==> config.mk <==
export PLATFORM = sky130hd
export DESIGN_NAME = paddle_cmd_arbiter
export DESIGN_NICKNAME = d
export VERILOG_FILES = /design/src/rtl/paddle_pkg.sv /design/src/rtl/paddle_cmd_arbiter_hold_counter.sv /design/src/rtl/paddle_cmd_arbiter.sv
export SDC_FILE = /design/constraint.sdc
export NUM_CORES = 1
export LEC_CHECK = 0
export CAP_MARGIN = 10
export CORE_MARGIN = 4
export CORE_UTILIZATION = 50
export CTS_CLUSTER_DIAMETER = 40
export DETAILED_ROUTE_END_ITERATION = 16
export PLACE_DENSITY_LB_ADDON = 0.2
export SLEW_MARGIN = 20
export SYNTH_ARGS = -nofsm -noshare
export SYNTH_HDL_FRONTEND = slang
export SYNTH_SLANG_ARGS = --single-unit
==> constraint.sdc <==
create_clock -name clk -period 1.8 [get_ports clk]
set_clock_uncertainty 0.1 [all_clocks]
set_input_delay 0.18 -clock clk [delete_from_list [all_inputs] [get_ports clk]]
set_output_delay 0.18 -clock clk [all_outputs]
set_load 0.05 [all_outputs]
==> src/rtl/paddle_pkg.sv <==
// Shared constants for the paddle command path: UART key codes, paddle_control
// bit positions and the byte classifier used by the arbiter.
package paddle_pkg;

  localparam logic [7:0] CMD_P1_UP = 8'h77;  // 'w'
  localparam logic [7:0] CMD_P1_DN = 8'h73;  // 's'
  localparam logic [7:0] CMD_P2_UP = 8'h69;  // 'i'
  localparam logic [7:0] CMD_P2_DN = 8'h6B;  // 'k'
  localparam logic [7:0] CMD_CLEAR = 8'h78;  // 'x'

  localparam int PC_P1_UP = 0;
  localparam int PC_P1_DN = 1;
  localparam int PC_P2_UP = 2;
  localparam int PC_P2_DN = 3;

  localparam int CNT_W = 8;

  typedef enum logic [2:0] {
    K_NONE,
    K_P1_UP,
    K_P1_DN,
    K_P2_UP,
    K_P2_DN,
    K_CLEAR,
    K_BAD
  } cmd_kind_t;

  function automatic cmd_kind_t decode_cmd(input logic [7:0] b);
    case (b)
      CMD_P1_UP: return K_P1_UP;
      CMD_P1_DN: return K_P1_DN;
      CMD_P2_UP: return K_P2_UP;
      CMD_P2_DN: return K_P2_DN;
      CMD_CLEAR: return K_CLEAR;
      default:   return K_BAD;
    endcase
  endfunction

endpackage

==> src/rtl/paddle_cmd_arbiter_hold_counter.sv <==
// Frame-based hold timer for one remote paddle direction. A reload takes
// priority over a clear and over a same-cycle frame decrement.
module hold_counter
  import paddle_pkg::*;
#(
  parameter int HOLD_FRAMES = 4
) (
  input  logic clk,
  input  logic rst_n,
  input  logic load,
  input  logic clear,
  input  logic tick,
  output logic active
);

  localparam logic [CNT_W-1:0] HOLD_VAL = CNT_W'(HOLD_FRAMES);

  logic [CNT_W-1:0] cnt;

  always_ff @(posedge clk or negedge rst_n) begin
    if (!rst_n) begin
      cnt <= '0;
    end else if (load) begin
      cnt <= HOLD_VAL;
    end else if (clear) begin
      cnt <= '0;
    end else if (tick && (cnt != '0)) begin
      cnt <= cnt - CNT_W'(1);
    end
  end

  assign active = (cnt != '0);

endmodule

==> src/rtl/paddle_cmd_arbiter.sv <==
// Merges UART paddle commands with local player-1 buttons into a frame-coherent
// paddle_control vector. Define PADDLE_DEBOUNCE_EN to debounce the buttons.
module paddle_cmd_arbiter
  import paddle_pkg::*;
#(
  parameter int HOLD_FRAMES = 4,
  parameter int SYNC_STAGES = 2
) (
  input  logic       clk,
  input  logic       rst_n,
  input  logic [7:0] rx_data,
  input  logic       rx_valid,
  input  logic       btn_up,
  input  logic       btn_down,
  input  logic       frame_tick,
  output logic [3:0] paddle_control,
  output logic       cmd_error,
  output logic       p1_local
);

  // Stage p0: button synchronizers
  logic [SYNC_STAGES-1:0] up_sync_p0;
  logic [SYNC_STAGES-1:0] dn_sync_p0;
  logic [1:0]             btn_sync;   // {down, up}
  logic [1:0]             btn_clean;

  always_ff @(posedge clk or negedge rst_n) begin
    if (!rst_n) begin
      up_sync_p0 <= '0;
      dn_sync_p0 <= '0;
    end else begin
      up_sync_p0 <= {up_sync_p0[SYNC_STAGES-2:0], btn_up};
      dn_sync_p0 <= {dn_sync_p0[SYNC_STAGES-2:0], btn_down};
    end
  end

  assign btn_sync = {dn_sync_p0[SYNC_STAGES-1], up_sync_p0[SYNC_STAGES-1]};

`ifdef PADDLE_DEBOUNCE_EN
  localparam int DB_W = 16;

  logic [1:0]      db_state;
  logic [DB_W-1:0] db_cnt [2];

  // A button changes state only after 2^16 consecutive cycles of disagreement.
  always_ff @(posedge clk or negedge rst_n) begin
    if (!rst_n) begin
      db_state <= '0;
      for (int i = 0; i < 2; i++) db_cnt[i] <= '0;
    end else begin
      for (int i = 0; i < 2; i++) begin
        if (btn_sync[i] != db_state[i]) begin
          if (db_cnt[i] == '1) begin
            db_state[i] <= btn_sync[i];
            db_cnt[i]   <= '0;
          end else begin
            db_cnt[i] <= db_cnt[i] + DB_W'(1);
          end
        end else begin
          db_cnt[i] <= '0;
        end
      end
    end
  end

  assign btn_clean = db_state;
`else
  assign btn_clean = btn_sync;
`endif

  // Command decode and hold counters
  cmd_kind_t  kind;
  logic [3:0] load;
  logic [3:0] clear;
  logic [3:0] active;

  always_comb begin
    kind  = rx_valid ? decode_cmd(rx_data) : K_NONE;
    load  = '0;
    clear = '0;
    case (kind)
      K_P1_UP: begin
        load[PC_P1_UP]  = 1'b1;
        clear[PC_P1_DN] = 1'b1;
      end
      K_P1_DN: begin
        load[PC_P1_DN]  = 1'b1;
        clear[PC_P1_UP] = 1'b1;
      end
      K_P2_UP: begin
        load[PC_P2_UP]  = 1'b1;
        clear[PC_P2_DN] = 1'b1;
      end
      K_P2_DN: begin
        load[PC_P2_DN]  = 1'b1;
        clear[PC_P2_UP] = 1'b1;
      end
      K_CLEAR: clear = '1;
      default: ;
    endcase
  end

  for (genvar g = 0; g < 4; g++) begin : g_hold
    hold_counter #(
      .HOLD_FRAMES(HOLD_FRAMES)
    ) u_hold (
      .clk   (clk),
      .rst_n (rst_n),
      .load  (load[g]),
      .clear (clear[g]),
      .tick  (frame_tick),
      .active(active[g])
    );
  end

  // Player arbitration from pre-update counters
  logic       local_sel;
  logic       p1_up;
  logic       p1_dn;
  logic       p2_up;
  logic       p2_dn;
  logic [3:0] pc_next;

  always_comb begin
    local_sel = btn_clean[0] | btn_clean[1];
    if (local_sel) begin
      p1_up = btn_clean[0];
      p1_dn = btn_clean[1];
    end else begin
      p1_up = active[PC_P1_UP];
      p1_dn = active[PC_P1_DN];
    end
    if (p1_up && p1_dn) begin
      p1_up = 1'b0;
      p1_dn = 1'b0;
    end
    p2_up = active[PC_P2_UP];
    p2_dn = active[PC_P2_DN];
    if (p2_up && p2_dn) begin
      p2_up = 1'b0;
      p2_dn = 1'b0;
    end
    pc_next           = '0;
    pc_next[PC_P1_UP] = p1_up;
    pc_next[PC_P1_DN] = p1_dn;
    pc_next[PC_P2_UP] = p2_up;
    pc_next[PC_P2_DN] = p2_dn;
  end

  // Stage p1: frame-aligned output registers
  always_ff @(posedge clk or negedge rst_n) begin
    if (!rst_n) begin
      paddle_control <= '0;
      p1_local       <= 1'b0;
      cmd_error      <= 1'b0;
    end else begin
      cmd_error <= (kind == K_BAD);
      if (frame_tick) begin
        paddle_control <= pc_next;
        p1_local       <= local_sel;
      end
    end
  end

endmodule

==> results by group, run 1 <==
Synthesis
  – Post-synth EDFFs: 0
  – Syn. warnings: 0
  – Main synth FF type: dfrtp_1
  – Library cells used by synthesis: 54
  – Ys async rst share: 100%
  – Net Count, Synth: 255
  – Synthesized flop and latch total: 42
  – Avg Inst Size Synth: 9.86 um2
  – Post-Syn Instances: 233
  – Post-Syn Area: 2300 um2
  – Sequential-to-total area share from yosys stat: 45.8%

STA
  – Fmax: 0.549 GHz
  – Tcrit/Tclk final: 101%
  – Final setup margin: -0.0226 ns
  – Setup violations, final: 2
  – Max_slew headroom: 65.3%
  – Final hold vios: 0
  – Worst hold slack: 0.255 ns
  – Post-layout minimum cycle time: 1.82 ns
  – Worst-Margin Slew: 0.521 ns
  – Final TNS setup: -0.0283 ns
  – RSZ-0062 raised after global routing: yes
  – Final Slew Violations: 0

Detailed routing
  – DR WL/cell: 12.9 um
  – Detail Route Antenna Nets: 0
  – Total number of vias: 1902
  – Total routed wirelength: 4640 um
  – DRC: 0
  – Drt first-iter violations: 118
  – Drt first pass iters: 4
  – Via density: 5.28

Die
  – Die X: 75.8 um
  – Die area: 5740 um2
  – Starting Density: 52.0%
  – Core Rows: 24
  – Core Region: 4410 um2
  – IO Pins: 20
  – Chip height: 75.8 um

Critical path
  – Worst path arrival time: 1.91 ns
  – Depth of the most critical reg-to-reg path: 5
  – Startpoint types: flop
  – Cell Chain, Critical Path: or3_4 > or3_4 > nor4_4 > xnor2_1 > nor2_2
  – Crit Path Max Fanout: 5
  – Most frequent CP cell: or3_4
  – Worst path slowest cell: or3_4
  – CP Class: reg2reg
  – CP Capture Type: flop
  – Data required time of the critical path: 1.89 ns
  – Critical Path Max Stage Delay: 0.43 ns

GRT
  – Initial antenna violation count: 0
  – Largest net degree at the start of global routing: 43
  – Overflow after GRT: 0
  – Aggregate global-route resource usage: 17.2%
  – Vias in the first global route: 1665
  – First-pass GRT wire length: 7510 um

CTS
  – H-tree levels: 2
  – Total clock sinks: 42
  – Clk Latency, worst-skew pair: 0.29 ns
  – Number of buffers created by CTS: 5
  – Clock Path Buffers: 2
  – Root Buffer: clkbuf_8
  – CTS tree: done
  – Reg clk slew, reported paths: 0.08 ns

Power
  – PD cells: 1340 nW/um2
  – Max VDD drop: 0.556 mV
  – Combinational Power Share: 40.8%
  – Pleak: 1.40 nW
  – Int Power: 2.76 mW
  – Sequential Power Share: 38.3%
  – Clock power frac: 20.9%
  – Sw Share: 34.9%
  – Sw Pwr: 1.48 mW

Cells and area
  – Footprint of the multi-input gates: 1280 um2
  – Commonest non-fill, non-tap cell in the layout: buf_4
  – Diodes inserted: 0
  – Total Nets Final: 329
  – Most frequent cells in the layout: buf_4 (52), dfrtp_1 (42), nor2_1 (36)
  – Reg area: 1050 um2
  – Area Growth Syn to Fin: 38.0%
  – Fillers: 333
  – Core Util, Final: 71.8%
  – Layout cell share with drive strength beyond 1: 27.6%

Job
  – Max cap viols: 0

Placed design
  – Port bufs: 19
  – Gpl congestion: 0.923
  – Hpwl dp: 3410 um

Hold path
  – Min-Delay Path Class: reg2reg
  – WHS Path Cells: 0

Run status
  – Status: finished, violations left
  – Failing checks: negative setup slack
sequential cells by signal (all words and copies together) (netlist names):
name	flops
cmd_error	1
dn_sync_p0	2
g_hold.u_hold.cnt	32
p1_local	1
paddle_control	4
up_sync_p0	2
cell usage after synthesis, drive strengths merged (2+ instances only):
cell      n  share of area, %
a211oi    5               1.9
a22o      2              0.76
or4b      2              0.87
buf       4              0.98
nor2b     3              0.82
nand2b    5               1.4
or3       5               1.8
a21oi    12               2.9
xor2     13               5.0
nor2     38               6.3
nor3b     4               1.5
nand2    10               1.6
nand3     5               1.1
nor3      4              0.87
nand4b    5               1.9
a31oi     2              0.54
or3b      2              0.76
o2bb2ai   2              0.76
o21ai     6               1.3
dfrtp    42                46
inv      13               2.1
nor4      5               1.6
a21o      2              0.65
xnor2    12               4.6
nand3b    2              0.65
ha        8               4.4
cell type report:
class	instances	share of cell area (%)
Multi-Input combinational cell	172	40.3
Sequential cell	42	33.2
Timing Repair Buffer	72	18.5
Clock buffer	5	2.17
Clock inverter	3	2.17
Tap cell	52	2.05
Inverter	14	1.66
per-stage QoR:
| stage | power [mW] | area, um2 | worst slack (ns) | std cells |
|---|---|---|---|---|
| floorplan | 2.49 | 2300 | 0.0314 | 233 |
| global placement | 3.10 | 2900 | -0.209 | 349 |
| detailed placement | 3.15 | 2900 | -0.266 | 349 |
| CTS | 4.09 | 3060 | -0.0160 | 358 |
| global route | 4.56 | 3170 | -0.0855 | 360 |
| finish | 4.24 | 3170 | -0.0226 | 360 |
what timing repair did:
item                                    4_1_cts  5_1_grt
pin swaps                                     5        9
endpoints found under the hold margin        42        0
hold buffers                                  1        0
endpoints found under the setup margin        8       23
setup buffers                                 1        2
gates resized for setup                       3       17
critical path: cells and delay by family, from the launching register on:
kind / cells / cell delay [ns]
simple gates: 4 / 1.07
xor+xnor: 1 / 0.16
flops: 1 / 0.39
worst paths after layout:
kind	start	end	slack, ns
setup reg to reg	g_hold[1].u_hold.cnt[3]$_DFFE_PN0P_	g_hold[1].u_hold.cnt[7]$_DFFE_PN0P_	-0.02
max in group asynchronous	rst_n	dn_sync_p0[1]$_DFF_PN0_	0.87
min in group asynchronous	rst_n	g_hold[0].u_hold.cnt[3]$_DFFE_PN0P_	0.38
hold / removal	up_sync_p0[0]$_DFF_PN0_	up_sync_p0[1]$_DFF_PN0_	0.26
hold reg to reg	up_sync_p0[0]$_DFF_PN0_	up_sync_p0[1]$_DFF_PN0_	0.26
setup / recovery	g_hold[1].u_hold.cnt[3]$_DFFE_PN0P_	g_hold[1].u_hold.cnt[7]$_DFFE_PN0P_	-0.02
cells by family after synthesis:
logic type      Yosys count  share of synthesized area [%]
buf+inv                  19                           3.43
xor+xnor                 25                           9.53
simple gates             96                           23.3
compound gates           43                           13.7
fa+ha+maj                 8                           4.36
flops                    42                           45.8
per-layer routing:
metal  global-route usage [%]  share of wire (%)  vias to the layer above
met5                        0                  0                        -
met2                     26.2                 46                       27
met3                     4.35                3.2                        5
li1                         -                  -                      971
met1                     24.2                 50                      899
met4                     4.66                1.3                        0
power by group through the flow:
stage	sequential, mW	clock [mW]	combinational, mW
detailed placement	1.58	0	1.57
CTS	1.58	0.905	1.60
floorplan	1.62	0	0.862
global route	1.67	0.951	1.94
finish	1.63	0.885	1.73
global placement	1.57	0	1.53
Note: power is estimated with default switching activity, not from simulation.
==> inputs of run 2 (changes only) <==
--- a/config.mk
+++ b/config.mk
@@ -5,6 +5,7 @@
 export SDC_FILE = /design/constraint.sdc
 export NUM_CORES = 1
 export LEC_CHECK = 0
+export ABC_CLOCK_PERIOD_IN_PS = 1800
 export CAP_MARGIN = 10
 export CORE_MARGIN = 4
 export CORE_UTILIZATION = 50
==> results of run 2 <==
Same layout as run 1: the final DEF is identical, and so are final timing and power.
==> variant 1, RTL diff (settings of run 1) <==
Set the parameter `SYNC_STAGES` to 4 (it was 2).
--- a/src/rtl/paddle_cmd_arbiter.sv
+++ b/src/rtl/paddle_cmd_arbiter.sv
@@ -4,7 +4,7 @@
   import paddle_pkg::*;
 #(
   parameter int HOLD_FRAMES = 4,
-  parameter int SYNC_STAGES = 2
+  parameter int SYNC_STAGES = 4
 ) (
   input  logic       clk,
   input  logic       rst_n,
Check against the original RTL: not equivalent (a bounded check fails within 4 cycles, from zero or initial values and one cycle with rst_n low).
==> variant 1 against run 1 <==
- the flow still finishes with violations (negative setup slack)
- non-clock buffer count fell by 4
- count of clock-buffer cells in the layout grew 2
- hold slack lost 0.038 ns
- cell area up 5.2%
- sequential cell count rose by 4
- worst setup slack worse by 0.13 ns
- area after synthesis increased by 7.7%
- routed wire length is 12% higher
- total power up 0.87%
- final cell count is 7.2% higher
- clock power decreased by 15%
- largest cell class unchanged
- largest power group unchanged
- highest routed layer unchanged
==> variant 1: results (changes against run 1) <==
outcome=finished, violations left (unchanged); Fillers=387 (was 333); average wire per standard cell=13.4 microns (was 12.9 microns); worst setup margin=-0.156 ns (was -0.0226 ns); clock buffers=7 (was 5); GP Congestion=0.847 (was 0.923); Non-clk invs=15 (was 14); Synth Instances=249 (was 233); Hold Path Origin=btn_down (was up_sync_p0[0]); Worst Hold Class=input pin to register (was register to register); crit path max fanout=7 (was 5); Clock-cell share=3.19% (was 4.34%); sequential cell area share=34.5% (was 33.2%); Seq/Total Area, Yosys=46.5% (was 45.8%); Net Sw Frac=35.6% (was 34.9%); global-route usage over all layers=17.8% (was 17.2%); Slew headroom=61.4% (was 65.3%); Placement Setup Slack=-0.330 ns (was -0.266 ns); Hold Path Stages=1 (was 0); ranking of synthesized cells by area=dfrtp_1 (47%), nor2_1 (7.4%), xnor2_1 (5.0%), xor2_1 (4.2%), ha_1 (4.0%) (was dfrtp_1 (46%), nor2_1 (6.0%), xor2_1 (5.0%), xnor2_1 (4.6%), ha_1 (4.4%)); comb_multi_in=182 (was 172); leakage=1.48 nW (was 1.40 nW); Setup-failing EPs final=10 (was 2); drt initial violations=74 (was 118); vias in the first global route=1950 (was 1665); Plain + repair buffers=68 (was 72); Die W=78.3 microns (was 75.8 microns); Synth top cells by count=nor2_1 (49), dfrtp_1 (46), inv_1 (14), xnor2_1 (14) (was dfrtp_1 (42), nor2_1 (37), inv_1 (13), xor2_1 (13), xnor2_1 (12)); violated checks=negative setup slack (unchanged); Final nets=340 (was 329); TNS Setup=-0.712 ns (was -0.0283 ns); IR drop worst, VDD=0.685 mV (was 0.556 mV)
-- variant 1: cell types whose count changed after synthesis, sizes merged, moves of 3 or more --
cell           run 1  this run
and3b              1         4
dfrtp             42        46
nand3              5         2
nand4b             5         2
nor2              38        52
nor2b              3         0
nor3b              4         1
or3                5         1
-- variant 1: logic make-up (layout without fill, tap and decap cells) --
| family | after synthesis | in the layout | synth area share, % |
|---|---|---|---|
| buf+inv | 21 | 91 | 4.35 |
| flops | 46 | 46 | 46.5 |
| compound gates | 42 | 42 | 12.2 |
| fa+ha+maj | 8 | 8 | 4.05 |
| xor+xnor | 26 | 26 | 9.21 |
| simple gates | 106 | 106 | 23.7 |
-- variant 1: repair_timing --
action | 4_1_cts | 5_1_grt
hold buffers | 1 | 0
resized for setup | 11 | 24
endpoints found under the setup margin | 12 | 30
pin swaps | 3 | 11
buffers inserted | 2 | 3
hold endpoints to repair | 46 | 0
-- variant 1: how the worst min path moves through the flow --
stage	to	slack (ns)
6_report	dn_sync_p0[0]	0.22
5_1_grt	dn_sync_p0[0]	0.22
4_1_cts	dn_sync_p0[0]	0.21
3_5_place_dp	g_hold[2].u_hold.cnt[5]	0.20
3_3_place_gp	g_hold[2].u_hold.cnt[4]	0.20
2_1_floorplan	cmd_error	-0.22
-- variant 1: critical path, cell delays in order (launching register included) --
cell and delay, ns:
dfrtp_1 0.43, inv_2 0.09, ha_4 0.12, or4b_4 0.46, o21a_4 0.24, and3b_1 0.18
xnor2_1 0.16, nor2_1 0.06
-- variant 1: layer usage --
metal | GRT usage (%) | vias to the layer above | share of wire (%)
li1 | - | 991 | -
met5 | 0 | - | 0
met3 | 3.44 | 7 | 2.9
met1 | 23.4 | 938 | 46
met2 | 29.4 | 30 | 50
met4 | 6.47 | 0 | 1.6
==> variant 2, RTL diff (flow settings as in run 1) <==
Made on the original files. The output `cmd_error` loses its register stage (`cmd_error` becomes a continuous assignment).
--- a/src/rtl/paddle_cmd_arbiter.sv
+++ b/src/rtl/paddle_cmd_arbiter.sv
@@ -152,9 +152,7 @@
     if (!rst_n) begin
       paddle_control <= '0;
       p1_local       <= 1'b0;
-      cmd_error      <= 1'b0;
     end else begin
-      cmd_error <= (kind == K_BAD);
       if (frame_tick) begin
         paddle_control <= pc_next;
         p1_local       <= local_sel;
@@ -162,5 +160,7 @@
     end
   end
 
+  assign cmd_error = (kind == K_BAD);
+
 endmodule
 
Function: changed (Yosys sat finds a counterexample within 4 cycles, from zero or initial values and one cycle with rst_n low).
==> variant 2 against run 1 <==
- first-iteration DRC count fell by 20%
- via count fell by 0.84%
- largest cell class unchanged
- total power fell by 10%
- cell area fell by 6.4%
- worst setup slack improved by 0.093 ns
- combinational power fell by 5%
- critical path type is now register to primary output
- routed wire length rose by 4.6%
- highest routed layer unchanged
- largest power group unchanged
- die area fell by 1.1%
- sequential cell count fell by 1
- critical endpoint is now paddle_control[1]
- area after synthesis fell by 1.3%
==> variant 2: results (changes against run 1) <==
vias=1886 (was 1902); critical path's largest stage delay=0.82 ns (was 0.43 ns); GR Layer Usage met3=3.17% (was 4.35%); crit path max fanout=2 (was 5); Global Route met2 Usage=29.7% (was 26.2%); Top delay family on crit path=buffers and inverters (was simple AND/OR/NAND/NOR gates); global-route usage over all layers=17.8% (was 17.2%); post-synthesis average cell area=9.53 sq um (was 9.86 sq um); DP Area=2760 sq um (was 2900 sq um); Worst Hold Class=input pin to register (was register to register); met1 GRT Util=23.7% (was 24.2%); Synth Area in Adders=4.41% (was 4.36%); vias in the first global route=1758 (was 1665); Net Sw Frac=38.2% (was 34.9%); Slew headroom=65.7% (was 65.3%); CP max-delay cell=clkdlybuf4s50_1 (was or3_4); first-pass GRT wire length=7790 microns (was 7510 microns); syn nets=260 (was 255); average wire per standard cell=13.8 microns (was 12.9 microns); post-synthesis compound-gate area fraction=13.3% (was 13.7%); ranking of synthesized cells by area=dfrtp_1 (45%), nor2_1 (7.8%), xor2_1 (6.2%), ha_1 (4.4%), xnor2_1 (3.5%) (was dfrtp_1 (46%), nor2_1 (6.0%), xor2_1 (5.0%), xnor2_1 (4.6%), ha_1 (4.4%)); Placement Setup Slack=-0.191 ns (was -0.266 ns); drt initial violations=94 (was 118); wirelength, routed=4850 microns (was 4640 microns); IR drop worst, VDD=0.706 mV (was 0.556 mV); Data arrival, critical path=1.45 ns (was 1.91 ns); outcome=completed (was finished, violations left); count of different cell masters after synthesis=45 (was 54); wl on met1=2320 microns (was 2300 microns); met3 routed WL=192 microns (was 150 microns)
[variant 2: cell count changes after synthesis, moves of 3 or more]
cell,before,now
a21oi_1,10,7
nand2_1,10,14
o31ai_1,0,3
nor2_1,37,47
xor2_1,13,16
xnor2_1,12,9
nand3_1,5,10
[variant 2: power by group through the flow]
stage	logic [mW]	clock network, mW	registers, mW
floorplan	0.972	0	1.59
global placement	1.45	0	1.58
detailed placement	1.50	0	1.60
CTS	1.52	0.567	1.59
global route	1.84	0.593	1.67
finish	1.64	0.546	1.61
[variant 2: repair_timing]
item	CTS	global route
gates resized for setup	8	12
buffers inserted	0	5
setup endpoints to repair	1	12
pin swaps	3	5
gates cloned	0	1
hold endpoints to repair	41	0
hold buffers	1	0
[variant 2: area by class of cell]
class	instances	area (sq um)	area share, %
repair buffers	64	536	18.1
flip-flops and latches	41	1030	34.6
well taps	52	65.1	2.19
multi-input cells	175	1220	41.2
clock inverters	1	5.00	0.169
clock buffers	5	68.8	2.32
inverters	12	45.0	1.52
[variant 2: path summary, 6_finish.rpt]
path,start,endpoint,slack (ns),cells past startpoint
max,paddle_control[1],paddle_control[1],0.07,1
min,btn_down,dn_sync_p0[0],0.23,1
max reg2reg,g_hold[3].u_hold.cnt[5],g_hold[3].u_hold.cnt[5],0.08,8
min reg2reg,up_sync_p0[0],up_sync_p0[1],0.26,0
max in group asynchronous,rst_n,g_hold[3].u_hold.cnt[2],0.85,3
min in group asynchronous,rst_n,g_hold[0].u_hold.cnt[6],0.39,3
[variant 2: cells by family after synthesis]
logic type,Yosys count
compound gates,40
xor+xnor,25
buf+inv,22
flops,41
fa+ha+maj,8
simple gates,102
